--- src/rtl/alu_dispatch_if.sv ---
// Command, ALU and result buses of the FP8 ALU dispatcher.
// slave = dispatcher side, master = environment side.
interface alu_dispatch_if;
    logic       cmd_valid;
    logic       cmd_ready;
    logic [3:0] cmd_opcode;
    logic [7:0] cmd_a;
    logic [7:0] cmd_b;
    logic [7:0] alu_a;
    logic [7:0] alu_b;
    logic [3:0] alu_opcode;
    logic       alu_reset;
    logic [7:0] alu_y;
    logic       alu_valid;
    logic       res_valid;
    logic       res_ready;
    logic [7:0] res_data;
    logic [3:0] res_opcode;
    logic       res_error;

    modport slave (
        input  cmd_valid,
        input  cmd_opcode,
        input  cmd_a,
        input  cmd_b,
        input  alu_y,
        input  alu_valid,
        input  res_ready,
        output cmd_ready,
        output alu_a,
        output alu_b,
        output alu_opcode,
        output alu_reset,
        output res_valid,
        output res_data,
        output res_opcode,
        output res_error
    );

    modport master (
        output cmd_valid,
        output cmd_opcode,
        output cmd_a,
        output cmd_b,
        output alu_y,
        output alu_valid,
        output res_ready,
        input  cmd_ready,
        input  alu_a,
        input  alu_b,
        input  alu_opcode,
        input  alu_reset,
        input  res_valid,
        input  res_data,
        input  res_opcode,
        input  res_error
    );
endinterface

--- src/rtl/alu_dispatch.sv ---
// FP8 ALU command sequencer: command FIFO, one op in flight,
// illegal-opcode rejection and completion timeout.
module alu_dispatch #(
    parameter int DEPTH   = 4,
    parameter int TIMEOUT = 16
) (
    input  logic                   clock,
    input  logic                   reset,
    alu_dispatch_if.slave          bus,
    output logic [$clog2(DEPTH):0] count,
    output logic                   busy
);

    localparam int AW = $clog2(DEPTH);
    localparam int TW = $clog2(TIMEOUT + 1);
    localparam logic [AW:0]   FULL  = (AW + 1)'(DEPTH);
    localparam logic [TW-1:0] TLAST = TW'(TIMEOUT - 1);

    localparam logic [1:0] IDLE  = 2'd0;
    localparam logic [1:0] ISSUE = 2'd1;
    localparam logic [1:0] WAIT  = 2'd2;
    localparam logic [1:0] RESP  = 2'd3;

    logic [1:0]    state;
    logic [AW-1:0] wr_ptr;
    logic [AW-1:0] rd_ptr;
    logic [TW-1:0] timer;
    logic [3:0]    op_mem [DEPTH];
    logic [7:0]    a_mem  [DEPTH];
    logic [7:0]    b_mem  [DEPTH];
    logic          push;
    logic          pop;
    logic [3:0]    head_op;
    logic          head_legal;

    assign head_op    = op_mem[rd_ptr];
    assign head_legal = (head_op == 4'b0001) ||
                        (head_op == 4'b0010);

    // Ready looks only at count, so a pop never frees a slot the same cycle.
    assign bus.cmd_ready = reset && (count < FULL);
    assign push          = bus.cmd_valid && bus.cmd_ready;
    assign pop           = (state == IDLE) && (count != '0);

    assign bus.alu_reset = !reset || (state == ISSUE);
    assign bus.res_valid = (state == RESP);
    assign busy          = (state != IDLE) || (count != '0);

    always_ff @(posedge clock) begin
        if (push) begin
            op_mem[wr_ptr] <= bus.cmd_opcode;
            a_mem[wr_ptr]  <= bus.cmd_a;
            b_mem[wr_ptr]  <= bus.cmd_b;
        end
    end

    always_ff @(posedge clock) begin
        if (!reset) begin
            state          <= IDLE;
            wr_ptr         <= '0;
            rd_ptr         <= '0;
            count          <= '0;
            timer          <= '0;
            bus.alu_a      <= '0;
            bus.alu_b      <= '0;
            bus.alu_opcode <= '0;
            bus.res_data   <= '0;
            bus.res_opcode <= '0;
            bus.res_error  <= 1'b0;
        end else begin
            if (push) begin
                wr_ptr <= wr_ptr + 1'b1;
            end
            if (pop) begin
                rd_ptr <= rd_ptr + 1'b1;
            end
            if (push && !pop) begin
                count <= count + 1'b1;
            end else if (pop && !push) begin
                count <= count - 1'b1;
            end

            unique case (state)
                IDLE: begin
                    if (pop) begin
                        bus.alu_a      <= a_mem[rd_ptr];
                        bus.alu_b      <= b_mem[rd_ptr];
                        bus.alu_opcode <= head_op;
                        bus.res_opcode <= head_op;
                        if (head_legal) begin
                            state <= ISSUE;
                        end else begin
                            bus.res_data  <= '0;
                            bus.res_error <= 1'b1;
                            state         <= RESP;
                        end
                    end
                end
                ISSUE: begin
                    timer <= '0;
                    state <= WAIT;
                end
                WAIT: begin
                    timer <= timer + 1'b1;
                    // First WAIT cycle blanks a valid left over from the last op.
                    if (bus.alu_valid && (timer != '0)) begin
                        bus.res_data  <= bus.alu_y;
                        bus.res_error <= 1'b0;
                        state         <= RESP;
                    end else if (timer == TLAST) begin
                        bus.res_data  <= '0;
                        bus.res_error <= 1'b1;
                        state         <= RESP;
                    end
                end
                RESP: begin
                    if (bus.res_ready) begin
                        state <= IDLE;
                    end
                end
                default: begin
                    state <= IDLE;
                end
            endcase
        end
    end

endmodule
--- src/flat_wrapper.sv ---
// flat-port wrapper written by rule: the top's interface ports become plain ports
module alu_dispatch_flat 
#(
    parameter int DEPTH   = 4,
    parameter int TIMEOUT = 16
)
  (clock, reset, count, busy, bus_cmd_valid, bus_cmd_opcode, bus_cmd_a, bus_cmd_b, bus_alu_y, bus_alu_valid, bus_res_ready, bus_cmd_ready, bus_alu_a, bus_alu_b, bus_alu_opcode, bus_alu_reset, bus_res_valid, bus_res_data, bus_res_opcode, bus_res_error);
  alu_dispatch_if bus_i ();
  input  logic clock;
  input  logic reset;
  output logic [$clog2(DEPTH):0] count;
  output logic busy;
  input wire logic [$bits(bus_i.cmd_valid)-1:0] bus_cmd_valid;
  input wire logic [$bits(bus_i.cmd_opcode)-1:0] bus_cmd_opcode;
  input wire logic [$bits(bus_i.cmd_a)-1:0] bus_cmd_a;
  input wire logic [$bits(bus_i.cmd_b)-1:0] bus_cmd_b;
  input wire logic [$bits(bus_i.alu_y)-1:0] bus_alu_y;
  input wire logic [$bits(bus_i.alu_valid)-1:0] bus_alu_valid;
  input wire logic [$bits(bus_i.res_ready)-1:0] bus_res_ready;
  output wire logic [$bits(bus_i.cmd_ready)-1:0] bus_cmd_ready;
  output wire logic [$bits(bus_i.alu_a)-1:0] bus_alu_a;
  output wire logic [$bits(bus_i.alu_b)-1:0] bus_alu_b;
  output wire logic [$bits(bus_i.alu_opcode)-1:0] bus_alu_opcode;
  output wire logic [$bits(bus_i.alu_reset)-1:0] bus_alu_reset;
  output wire logic [$bits(bus_i.res_valid)-1:0] bus_res_valid;
  output wire logic [$bits(bus_i.res_data)-1:0] bus_res_data;
  output wire logic [$bits(bus_i.res_opcode)-1:0] bus_res_opcode;
  output wire logic [$bits(bus_i.res_error)-1:0] bus_res_error;
  assign bus_i.cmd_valid = bus_cmd_valid;
  assign bus_i.cmd_opcode = bus_cmd_opcode;
  assign bus_i.cmd_a = bus_cmd_a;
  assign bus_i.cmd_b = bus_cmd_b;
  assign bus_i.alu_y = bus_alu_y;
  assign bus_i.alu_valid = bus_alu_valid;
  assign bus_i.res_ready = bus_res_ready;
  assign bus_cmd_ready = bus_i.cmd_ready;
  assign bus_alu_a = bus_i.alu_a;
  assign bus_alu_b = bus_i.alu_b;
  assign bus_alu_opcode = bus_i.alu_opcode;
  assign bus_alu_reset = bus_i.alu_reset;
  assign bus_res_valid = bus_i.res_valid;
  assign bus_res_data = bus_i.res_data;
  assign bus_res_opcode = bus_i.res_opcode;
  assign bus_res_error = bus_i.res_error;
  alu_dispatch #(.DEPTH(DEPTH), .TIMEOUT(TIMEOUT)) u_core (.clock(clock), .reset(reset), .bus(bus_i), .count(count), .busy(busy));
endmodule
--- config.mk ---
export PLATFORM = sky130hd
export DESIGN_NAME = alu_dispatch_flat
export DESIGN_NICKNAME = d
export VERILOG_FILES = /design/src/rtl/alu_dispatch_if.sv /design/src/rtl/alu_dispatch.sv /design/src/flat_wrapper.sv
export SDC_FILE = /design/constraint.sdc
export NUM_CORES = 1
export LEC_CHECK = 0
export BUFFER_PORTS_ARGS = -buffer_cell sky130_fd_sc_hd__buf_2
export CAP_MARGIN = 30
export CORE_MARGIN = 2
export CORE_UTILIZATION = 60
export DETAILED_ROUTE_END_ITERATION = 6
export GPL_TIMING_DRIVEN = 0
export PLACE_DENSITY = 0.86
export SYNTH_ARGS = -nofsm -noshare
export SYNTH_HDL_FRONTEND = slang
export SYNTH_SLANG_ARGS = --single-unit
--- constraint.sdc ---
create_clock -name clock -period 4 [get_ports clock]
set_input_delay 0.6 -clock clock [delete_from_list [all_inputs] [get_ports clock]]
set_output_delay 0.6 -clock clock [all_outputs]
set_load 0.01 [all_outputs]
==> results.sh <==
export IMPL_p_sw_mw=1.20
export IMPL_r2r_slack_ps=850
export IMPL_status="finished, final reports clean"
export IMPL_cp_arrival_ps=3590
export IMPL_fin_skew_ps=7.65
export IMPL_dr_pass1_iters=4
export IMPL_ir_worst_vdd_mv=0.414
export IMPL_setup_viol_count_final=0
export IMPL_clkLatencyLatePin_ps=510
export IMPL_remaining_drc_errors=0
export IMPL_antenna_found_initial=0
export IMPL_p_int_mw=2.81
export IMPL_die_w_um=94.3
export IMPL_slew_headroom_pct=53.4
export IMPL_worstPathRequired_ps=4440
export IMPL_end_kind="register"
export IMPL_syn_area_per_cell_um2=14.2
export IMPL_cts_hold_buf=0
export IMPL_numCtsBuffers=17
export IMPL_fmax_mhz=317
export IMPL_yosysUniqueCellTypes=36
export IMPL_root_buffer="clkbuf_8"
export IMPL_grt_overflow=0
export IMPL_yosys_warnings=0
export IMPL_grt_first_pass_wirelength_um=15800
export IMPL_core_um2=7810
export IMPL_multi_input_area_um2=1420
export IMPL_wl_per_cell_um=18.1
export IMPL_dp_slack_ps=926
export IMPL_n_antenna_cell=0
export IMPL_chipHeight_um=94.3
export IMPL_path_max_fanout=10
export IMPL_cts_setup_buffers=0
export IMPL_dieArea_um2=8880
export IMPL_fillers=468
export IMPL_io_pins=73
export IMPL_drtIter0Drc=163
export IMPL_cts_tree="done"
export IMPL_grt_pass1_vias=3251
export IMPL_grt_setup_unrepaired="no"
export IMPL_h_tree_depth=4
export IMPL_start_util_pct=62.6
export IMPL_finalInstanceArea_um2=5960
export IMPL_rows=32
export IMPL_grt_total_usage_pct=24.5
export IMPL_seq_area_frac_synth_pct=67.6
export IMPL_critPathKind="reg2reg"
export IMPL_cts_buffer_depth=2
export IMPL_seqCellArea_um2=3300
export IMPL_vias=3090
export IMPL_syn_area_um2=4890
export IMPL_ant_nets=0
export IMPL_clkPwrFrac_pct=32.8
export IMPL_synth_seq_cells=125
export IMPL_gp_congestion=0.840
export IMPL_drv_cap=0
export IMPL_final_period_utilization_pct=78.8
export IMPL_syn_num_nets=391
export IMPL_fin_ws_ps=848
export IMPL_clock_sinks=125
export IMPL_grt_start_max_net_pins=17
export IMPL_p_comb_share_pct=26.5
export IMPL_clk_pin_slew_ps=60
export IMPL_dpl_cell_area_um2=5450
export IMPL_final_nets=486
export IMPL_fin_setup_tns_ps=0
export IMPL_dp_hpwl_um=6420
export IMPL_layout_drive_gt1_share_pct=28.8
export IMPL_syn_to_final_growth_pct=21.9
export IMPL_synth_cells=344
export IMPL_start_kind="register"
export IMPL_hold_path_class="in2reg"
export IMPL_finalHoldViolCount=0
export IMPL_switching_share_pct=30.0
export IMPL_cts_resized=0
export IMPL_wirelength_um=10000
export IMPL_finalCriticalPeriod_ps=3150
export IMPL_power_leakage_nw=2.29
export IMPL_viasPerCell=5.58
export IMPL_slew_viol_final=0
export IMPL_power_density_nw_per_um2=672
export IMPL_p_seq_share_pct=40.7
export IMPL_worst_pin_slew_ps=698
export IMPL_io_buffers=72
area by class of cell:
cell class / instances / area share, %
Buffer: 23 / 1.87
Clock buffer: 24 / 7.39
Clock inverter: 8 / 1.18
Inverter: 13 / 0.819
Multi-Input combinational cell: 183 / 23.9
Sequential cell: 125 / 55.4
Tap cell: 102 / 2.14
Timing Repair Buffer: 76 / 7.27
final timing paths:
path / end / from / cells past startpoint
setup reg to reg: u_core.count[2] / u_core.state[0] / 12
hold reg to reg: u_core.bus.res_data[1] / u_core.bus.res_data[1] / 2
setup / recovery: u_core.count[2] / u_core.state[0] / 12
hold / removal: u_core.a_mem[0][6] / bus_cmd_a[6] / 1
sequential cells by signal, summed over array words and instances (netlist names), named ones only:
| name | flops |
|---|---|
| u_core.state | 2 |
| u_core.b_mem | 32 |
| u_core.bus.res_error | 1 |
| u_core.bus.alu_opcode | 4 |
| u_core.bus.res_data | 8 |
| u_core.a_mem | 32 |
| u_core.timer | 5 |
| u_core.bus.alu_a | 8 |
| u_core.rd_ptr | 2 |
| u_core.op_mem | 16 |
| u_core.count | 3 |
| u_core.bus.alu_b | 8 |
| u_core.wr_ptr | 2 |
worst max-delay path: stages, from the launching register on:
cell      delay, ps
dfxtp_1         390
inv_1           110
ha_1            270
nor2b_1         160
clkbuf_1        180
inv_2           100
clkbuf_1        470
ha_1            290
inv_1            60
fa_1            370
xor2_1          180
or3_1           320
a21oi_1         160
cell families (layout without fill, tap and decap cells):
| group | after synthesis | count (layout) | share of synthesized area [%] |
|---|---|---|---|
| flops | 125 | 125 | 67.6 |
| simple gates | 99 | 99 | 9.09 |
| buf+inv | 36 | 144 | 3.28 |
| compound gates | 35 | 35 | 4.17 |
| mux | 29 | 29 | 11.1 |
| fa+ha+maj | 14 | 14 | 3.74 |
| xor+xnor | 6 | 6 | 1.08 |
cell usage after synthesis, drive strengths merged:
cell type | instances | area, µm²
edfxtp | 80 | 2400
nand2 | 53 | 199
dfxtp | 45 | 901
a21oi | 25 | 125
mux4 | 20 | 450
ha | 13 | 163
inv | 13 | 48.8
clkbuf | 12 | 45.0
buf | 11 | 66.3
nand3 | 11 | 55.1
nor2 | 11 | 41.3
mux2i | 9 | 90.1
and3 | 6 | 37.5
nor3 | 5 | 25.0
and2 | 4 | 25.0
nand2b | 3 | 18.8
o21ai | 3 | 15.0
xnor2 | 3 | 26.3
xor2 | 3 | 26.3
nor2b | 2 | 12.5
a2111o | 1 | 11.3
a211oi | 1 | 7.51
a221oi | 1 | 15.0
fa | 1 | 20.0
nor3b | 1 | 7.51
nor4 | 1 | 6.26
o211ai | 1 | 7.51
o22ai | 1 | 6.26
o31ai | 1 | 7.51
o32ai | 1 | 8.76
or3 | 1 | 6.26
or4b | 1 | 10.0
placed cells by master, fill, tap and decap left out, drive strengths merged:
cell type  synthesis  routed
xor2               3       3
mux4              20      20
a221oi             1       1
or4b               1       1
nand2b             3       3
o211ai             1       1
nor2b              2       2
a21oi             25      25
clkinv             0       6
clkinvlp           0       1
o31ai              1       1
edfxtp            80      80
a2111o             1       1
o21ai              3       3
inv               13      13
xnor2              3       3
or3                1       1
mux2i              9       9
a211oi             1       1
nor4               1       1
nor2              11      11
nor3b              1       1
clkbuf            12      36
nand3             11      11
bufinv             0       1
ha                13      13
o22ai              1       1
nand2             53      53
fa                 1       1
and2               4       4
o32ai              1       1
and3               6       6
nor3               5       5
dfxtp             45      45
buf               11      87
power groups by stage:
stage	Combinational (mW)	Sequential (mW)	Clock (mW)
after floorplan	0.677	1.68	0
after global placement	0.985	1.64	0
after detailed placement	1.04	1.65	0
after CTS	1.07	1.63	1.33
after global routing	1.16	1.64	1.39
final	1.06	1.63	1.31
metal layers:
| layer | track usage, % | up-vias | share of wire [%] |
|---|---|---|---|
| met5 | 0 | - | 0 |
| met4 | 13.0 | 0 | 2.5 |
| met3 | 6.58 | 24 | 7.7 |
| met2 | 41.8 | 150 | 50 |
| met1 | 28.3 | 1477 | 39 |
| li1 | - | 1439 | - |
per-stage QoR:
stage	power, mW	hold slack (ps)	util [%]	std cells
2_1_floorplan	2.35	476	-	344
3_3_place_gp	2.62	441	68.8	518
3_5_place_dp	2.69	449	69.8	522
4_1_cts	4.02	280	76.3	554
5_1_grt	4.19	293	76.3	554
6_report	4.01	299	76.3	554
Note: power is estimated with default switching activity, not from simulation.
